### src/rtl/to_local.sv
// Local ejection port: round-robin merge of E/W/N/S packets into a buffer feeding the local core.
// Latency: one cycle from acceptance into an empty buffer to local_valid.
// Backpressure: in_ready_* drops when the registered occupancy is full; local_ready never reaches in_ready_*.
// Optional feature: define TO_LOCAL_DROP_CHECK_EN to discard (and count) packets with nonzero dx/dy.

// Generic synchronous FIFO with registered occupancy and a resettable store.
// Latency: head_dat reflects a push into an empty FIFO after the push edge.
// Backpressure: push is ignored when full, pop is ignored when empty.
module to_local_fifo #(
    parameter int WIDTH = 16,
    parameter int DEPTH = 4
) (
    input  logic                     clk,
    input  logic                     rst_n,
    input  logic                     push,
    input  logic [WIDTH-1:0]         push_dat,
    input  logic                     pop,
    output logic [WIDTH-1:0]         head_dat,
    output logic [$clog2(DEPTH):0]   count
);
    localparam int AW = $clog2(DEPTH);
    localparam int CW = AW + 1;
    localparam logic [CW-1:0] FULL_CNT = CW'(DEPTH);

    logic [WIDTH-1:0] mem [DEPTH];
    logic [AW-1:0]    wr_ptr;
    logic [AW-1:0]    rd_ptr;
    logic             do_push;
    logic             do_pop;

    assign do_push  = push && (count != FULL_CNT);
    assign do_pop   = pop && (count != '0);
    assign head_dat = mem[rd_ptr];

    // Pointers are log2(DEPTH) wide, so increment wraps modulo DEPTH.
    always_ff @(posedge clk or negedge rst_n) begin
        if (!rst_n) begin
            wr_ptr <= '0;
            rd_ptr <= '0;
            count  <= '0;
            for (int i = 0; i < DEPTH; i++) begin
                mem[i] <= '0;
            end
        end else begin
            if (do_push) begin
                mem[wr_ptr] <= push_dat;
                wr_ptr      <= wr_ptr + AW'(1);
            end
            if (do_pop) begin
                rd_ptr <= rd_ptr + AW'(1);
            end
            if (do_push && !do_pop) begin
                count <= count + CW'(1);
            end else if (do_pop && !do_push) begin
                count <= count - CW'(1);
            end
        end
    end
endmodule

// Round-robin arbiter over four neighbour ports feeding the ejection FIFO.
// Latency: one cycle from in_ready_* transfer to local_valid on an empty buffer.
// Backpressure: grant withheld while registered fifo_count equals FIFO_DEPTH.
module to_local #(
    parameter int FIFO_DEPTH = 4
) (
    input  logic                          clk,
    input  logic                          rst_n,
    input  logic [15:0]                   in_packet_e,
    input  logic [15:0]                   in_packet_w,
    input  logic [15:0]                   in_packet_n,
    input  logic [15:0]                   in_packet_s,
    input  logic                          in_valid_e,
    input  logic                          in_valid_w,
    input  logic                          in_valid_n,
    input  logic                          in_valid_s,
    output logic                          in_ready_e,
    output logic                          in_ready_w,
    output logic                          in_ready_n,
    output logic                          in_ready_s,
    output logic [15:0]                   local_packet,
    output logic                          local_valid,
    input  logic                          local_ready,
    output logic [$clog2(FIFO_DEPTH):0]   fifo_count,
    output logic [7:0]                    drop_cnt
);
    localparam int CW = $clog2(FIFO_DEPTH) + 1;
    localparam logic [CW-1:0] FULL_CNT = CW'(FIFO_DEPTH);

    logic [3:0]  req_vld;
    logic [15:0] req_dat [4];
    logic [1:0]  prio_ptr;
    logic [1:0]  gnt_idx;
    logic [1:0]  cand;
    logic        gnt_vld;
    logic [15:0] gnt_dat;
    logic        acc_vld;
    logic [3:0]  rdy_vec;
    logic        push_vld;
    logic        pop_vld;

    assign req_vld    = {in_valid_s, in_valid_n, in_valid_w, in_valid_e};
    assign req_dat[0] = in_packet_e;
    assign req_dat[1] = in_packet_w;
    assign req_dat[2] = in_packet_n;
    assign req_dat[3] = in_packet_s;

    // First requester at or after prio_ptr, scanning in index order.
    always_comb begin
        gnt_vld = 1'b0;
        gnt_idx = prio_ptr;
        cand    = 2'd0;
        for (int i = 0; i < 4; i++) begin
            cand = prio_ptr + 2'(i);
            if (!gnt_vld && req_vld[cand]) begin
                gnt_vld = 1'b1;
                gnt_idx = cand;
            end
        end
    end

    assign gnt_dat = req_dat[gnt_idx];

    // rst_n gates the grant so no ready can be seen while reset is held.
    assign acc_vld = gnt_vld && (fifo_count != FULL_CNT) && rst_n;
    assign rdy_vec = acc_vld ? (4'b0001 << gnt_idx) : 4'b0000;

    assign in_ready_e = rdy_vec[0];
    assign in_ready_w = rdy_vec[1];
    assign in_ready_n = rdy_vec[2];
    assign in_ready_s = rdy_vec[3];

    always_ff @(posedge clk or negedge rst_n) begin
        if (!rst_n) begin
            prio_ptr <= 2'd0;
        end else if (acc_vld) begin
            prio_ptr <= gnt_idx + 2'd1;
        end
    end

`ifdef TO_LOCAL_DROP_CHECK_EN
    logic misroute;

    assign misroute = (gnt_dat[15:12] != 4'd0) || (gnt_dat[11:8] != 4'd0);
    assign push_vld = acc_vld && !misroute;

    always_ff @(posedge clk or negedge rst_n) begin
        if (!rst_n) begin
            drop_cnt <= 8'd0;
        end else if (acc_vld && misroute && (drop_cnt != 8'hff)) begin
            drop_cnt <= drop_cnt + 8'd1;
        end
    end
`else
    assign push_vld = acc_vld;
    assign drop_cnt = 8'd0;
`endif

    assign local_valid = (fifo_count != '0);
    assign pop_vld     = local_valid && local_ready;

    to_local_fifo #(
        .WIDTH (16),
        .DEPTH (FIFO_DEPTH)
    ) u_fifo (
        .clk      (clk),
        .rst_n    (rst_n),
        .push     (push_vld),
        .push_dat (gnt_dat),
        .pop      (pop_vld),
        .head_dat (local_packet),
        .count    (fifo_count)
    );
endmodule

### config.mk
export PLATFORM = sky130hd
export DESIGN_NAME = to_local
export DESIGN_NICKNAME = d
export VERILOG_FILES = /design/src/rtl/to_local.sv
export SDC_FILE = /design/constraint.sdc
export NUM_CORES = 1
export LEC_CHECK = 0
export ABC_AREA = 0
export BUFFER_PORTS_ARGS = -buffer_cell sky130_fd_sc_hd__buf_2
export CORE_MARGIN = 3
export CORE_UTILIZATION = 35
export DETAILED_ROUTE_END_ITERATION = 10
export PLACE_DENSITY = 0.57
export SLEW_MARGIN = 30
export SYNTH_ARGS = -nofsm -noshare
export SYNTH_HDL_FRONTEND = slang
export SYNTH_SLANG_ARGS = --single-unit
### constraint.sdc
create_clock -name clk -period 6.8 [get_ports clk]
set_input_delay 0 -clock clk [delete_from_list [all_inputs] [get_ports clk]]
set_output_delay 0 -clock clk [all_outputs]
set_load 0.005 [all_outputs]
==> results.md <==
- Worst-margin pin slew: 0.980 ns
- Syn Inst Count: 385
- Max-Cap Viols: 0
- Post-synthesis compound-gate area fraction: 22.3%
- I/O Buffers: 94
- Vias: 3353
- Area contributors post-synth: dfrtp_1 (43%), o31ai_1 (11%), a211oi_2 (8.5%)
- Synth Area in XOR/XNOR: 1.23%
- Post-Layout Cell Count: 613
- Simple-Gate Fraction of Synth Area: 15.5%
- Clk_lat worst skew: 0.33 ns
- Fin crit share: 44.1%
- H-tree lvl count: 3
- FF+latch count, synth: 73
- Rows: 39
- Hold path depth: 3
- Number of flops mapped to enable cells by yosys: 0
- Avg Cell Area, Syn: 11.1 sq um
- Initial antenna violation count: 0
- CTS tree: built
- Adder-Cell Fraction of Synth Area: 3.11%
- CTS sink count: 73
- Final ANT Viol Nets: 0
- First-pass GRT wire length: 18.7 mm
- VDD IR-drop max: 163 uV
- Ports: 103
- TritonRoute pass-1 iters: 4
- Final Hold Viols: 0
- Pwr dens: 472 mW/mm^2
- Syn. warnings: 0
- F_max: 0.333 GHz
- Hold Crit Start: in_packet_e[2]
- Worst min path class: in2reg
- Seq/Total Area, Yosys: 42.8%
- Total CTS buffers: 9
- Root Buffer: clkbuf_16
- Pin count of the biggest net entering global routing: 47
- DRC viols: 0
- Clock Tree Buf Depth: 2
- Final nets: 547
- RSZ-0062 raised after global routing: false
- Post_cts resized: 0
- Core area: 0.0117 sq mm
- Post-synth ARST share: 100%
- Vias per cell: 5.47
- Initial Util: 36.6%
- Area Overhead vs Synth: 20.8%
- Gr ovfl total: 0
- Crit path time final: 3.00 ns
- Max Clock Skew: 0.00614 ns
- Tot GR Track Use: 18.2%
- Die ar.: 0.0136 sq mm
- Crit-path max FO: 34
- Slew HR: 34.6%
- Final instance area: 0.00515 sq mm
- Vias in the first global route: 3422
- Placer congestion estimate: 0.732
- Fin. max-slew vios: 0
- Status: finished, final reports clean
- Routed length per placed instance: 19.5 um
- Share of post-route cells with drive strength above 1: 36.6%
- R2R depth: 6
- Width of the die: 116 um
- Hpwl dp: 8.36 mm
- Main combinational cell family by area after synthesis: compound AO/OA/AOI/OAI gates
- Utilization after layout: 44.2%
- # diodes: 0
- Crit Path Category: reg2out
- Share of the synthesized area in the top cell type: 42.8%
- Reg clk slew, reported paths: 0.05 ns
- Setup TNS: 0 ns
- Worst Path Arrival: 3.00 ns
- # setup viols final: 0
- Top cell type by total area after synthesis: dfrtp_1
- Final wirelength: 11.9 mm
- Synth Flop Type: dfrtp_1
- Post-placement cell count: 596
- CP Launch Type: flop
- Post-synthesis mux area share: 8.97%
- Setup crit start: prio_ptr[0]$_DFFE_PN0N_
- DRT iter0 DRCs: 234
- Critical Path RT: 6.80 ns
- Area after DPL: 0.00479 sq mm
- Reg2reg start: prio_ptr[0]$_DFFE_PN0N_
- Leakage: 2.30 nW
- Synthesized cell area: 0.00427 sq mm
- Die Ht: 116 um
- Count of cell types in the netlist: 40
- CP Capture Type: output port
[power breakdown]
group	leakage (nW)	switching, mW	total [mW]	internal, mW
clock network	0.161	0.178	0.532	0.355
registers	0.907	0.149	0.791	0.642
logic	1.23	0.606	1.11	0.501
[final timing paths]
| check | end | slack [ns] |
|---|---|---|
| worst max-delay path | in_ready_n | 3.80 |
| worst min-delay path | u_fifo.mem[18]$_DFFE_PN0P_ | 0.06 |
| worst max register to register | u_fifo.mem[56]$_DFFE_PN0P_ | 3.92 |
| worst min register to register | u_fifo.mem[26]$_DFFE_PN0P_ | 0.47 |
| max in group asynchronous | u_fifo.mem[14]$_DFFE_PN0P_ | 5.67 |
| min in group asynchronous | u_fifo.mem[26]$_DFFE_PN0P_ | 0.21 |
[logic make-up (layout without fill, tap and decap cells)]
kind of cell / after synthesis / in the layout
AND/OR/NAND/NOR: 121 / 121
other: 1 / 8
multiplexers: 18 / 18
flip-flops: 73 / 73
AO/OA/AOI/OAI: 108 / 108
buffers and inverters: 48 / 126
adder cells (fa/ha/maj): 10 / 10
XOR/XNOR: 6 / 6
[layer usage]
layer  GRT usage [%]  routed length, um  part of all wire, %  vias up
met5               0                  0                    0        -
met4            6.73                239                  2.0        0
met3            3.78                588                  4.9       17
met2            28.3               5610                   47      101
met1            25.1               5500                   46     1621
li1                -                  -                    -     1614
[through the flow]
| step | setup WS [ns] | hold slack (ns) | power [mW] |
|---|---|---|---|
| 6_report | 3.80 | 0.0607 | 2.43 |
| 5_1_grt | 3.51 | 0.0784 | 2.61 |
| 4_1_cts | 3.81 | 0.0605 | 2.45 |
| 3_3_place_gp | 4.07 | 0.0242 | 1.87 |
| 2_1_floorplan | 4.48 | -0.296 | 1.58 |
| 3_5_place_dp | 3.94 | 0.0258 | 1.91 |
[state kept, by name, summed over array words and instances (netlist names)]
signal         count
prio_ptr           2
u_fifo.mem        64
u_fifo.count       3
u_fifo.wr_ptr      2
u_fifo.rd_ptr      2
[critical path: stages, from the launching register on]
cell and delay [ns]:
dfrtp_1 0.38, nor3b_1 0.22, or2_1 0.75, and3_4 0.37
inv_2 0.32, ha_1 0.36, and2_1 0.14, buf_2 0.12
[final cells by class]
cell class / instances / area [sq um]
timing repair buffer: 104 / 551
multi-input combinational: 271 / 2230
clock buffer: 9 / 225
tap: 143 / 179
fill: 1132 / 6510
sequential: 73 / 1830
clock inverter: 6 / 108
inverter: 7 / 31.3
[what timing repair did]
action                                 4_1_cts  5_1_grt
endpoints found under the hold margin       29        0
setup buffers                                0        0
hold buffers                                 2        0
[cell usage after synthesis, drive strengths merged, types with 2 or more instances]
| cell type | count |
|---|---|
| and4 | 31 |
| a31oi | 2 |
| xnor2 | 4 |
| a211oi | 30 |
| nand2 | 70 |
| mux4 | 16 |
| dfrtp | 73 |
| mux2 | 2 |
| inv | 6 |
| buf | 16 |
| ha | 9 |
| and2 | 5 |
| nor2 | 3 |
| or2 | 2 |
| xor2 | 2 |
| nor3b | 2 |
| o31ai | 60 |
| nor2b | 4 |
| o21bai | 2 |
| clkbuf | 25 |
| o21ai | 7 |
[placed cells by master (no fill, tap or decap), types with 3 or more instances in the layout]
| master | count |
|---|---|
| nand2_1 | 70 |
| bufinv_16 | 3 |
| and4_1 | 31 |
| nor2_1 | 3 |
| buf_4 | 8 |
| clkbuf_16 | 9 |
| o31ai_1 | 60 |
| o21ai_1 | 4 |
| dfrtp_1 | 73 |
| ha_1 | 9 |
| inv_1 | 5 |
| xnor2_1 | 4 |
| conb_1 | 8 |
| and2_1 | 5 |
| a211oi_2 | 29 |
| mux4_2 | 16 |
| buf_2 | 94 |
| nor2b_1 | 4 |
Power figures use the tool's default switching activity.
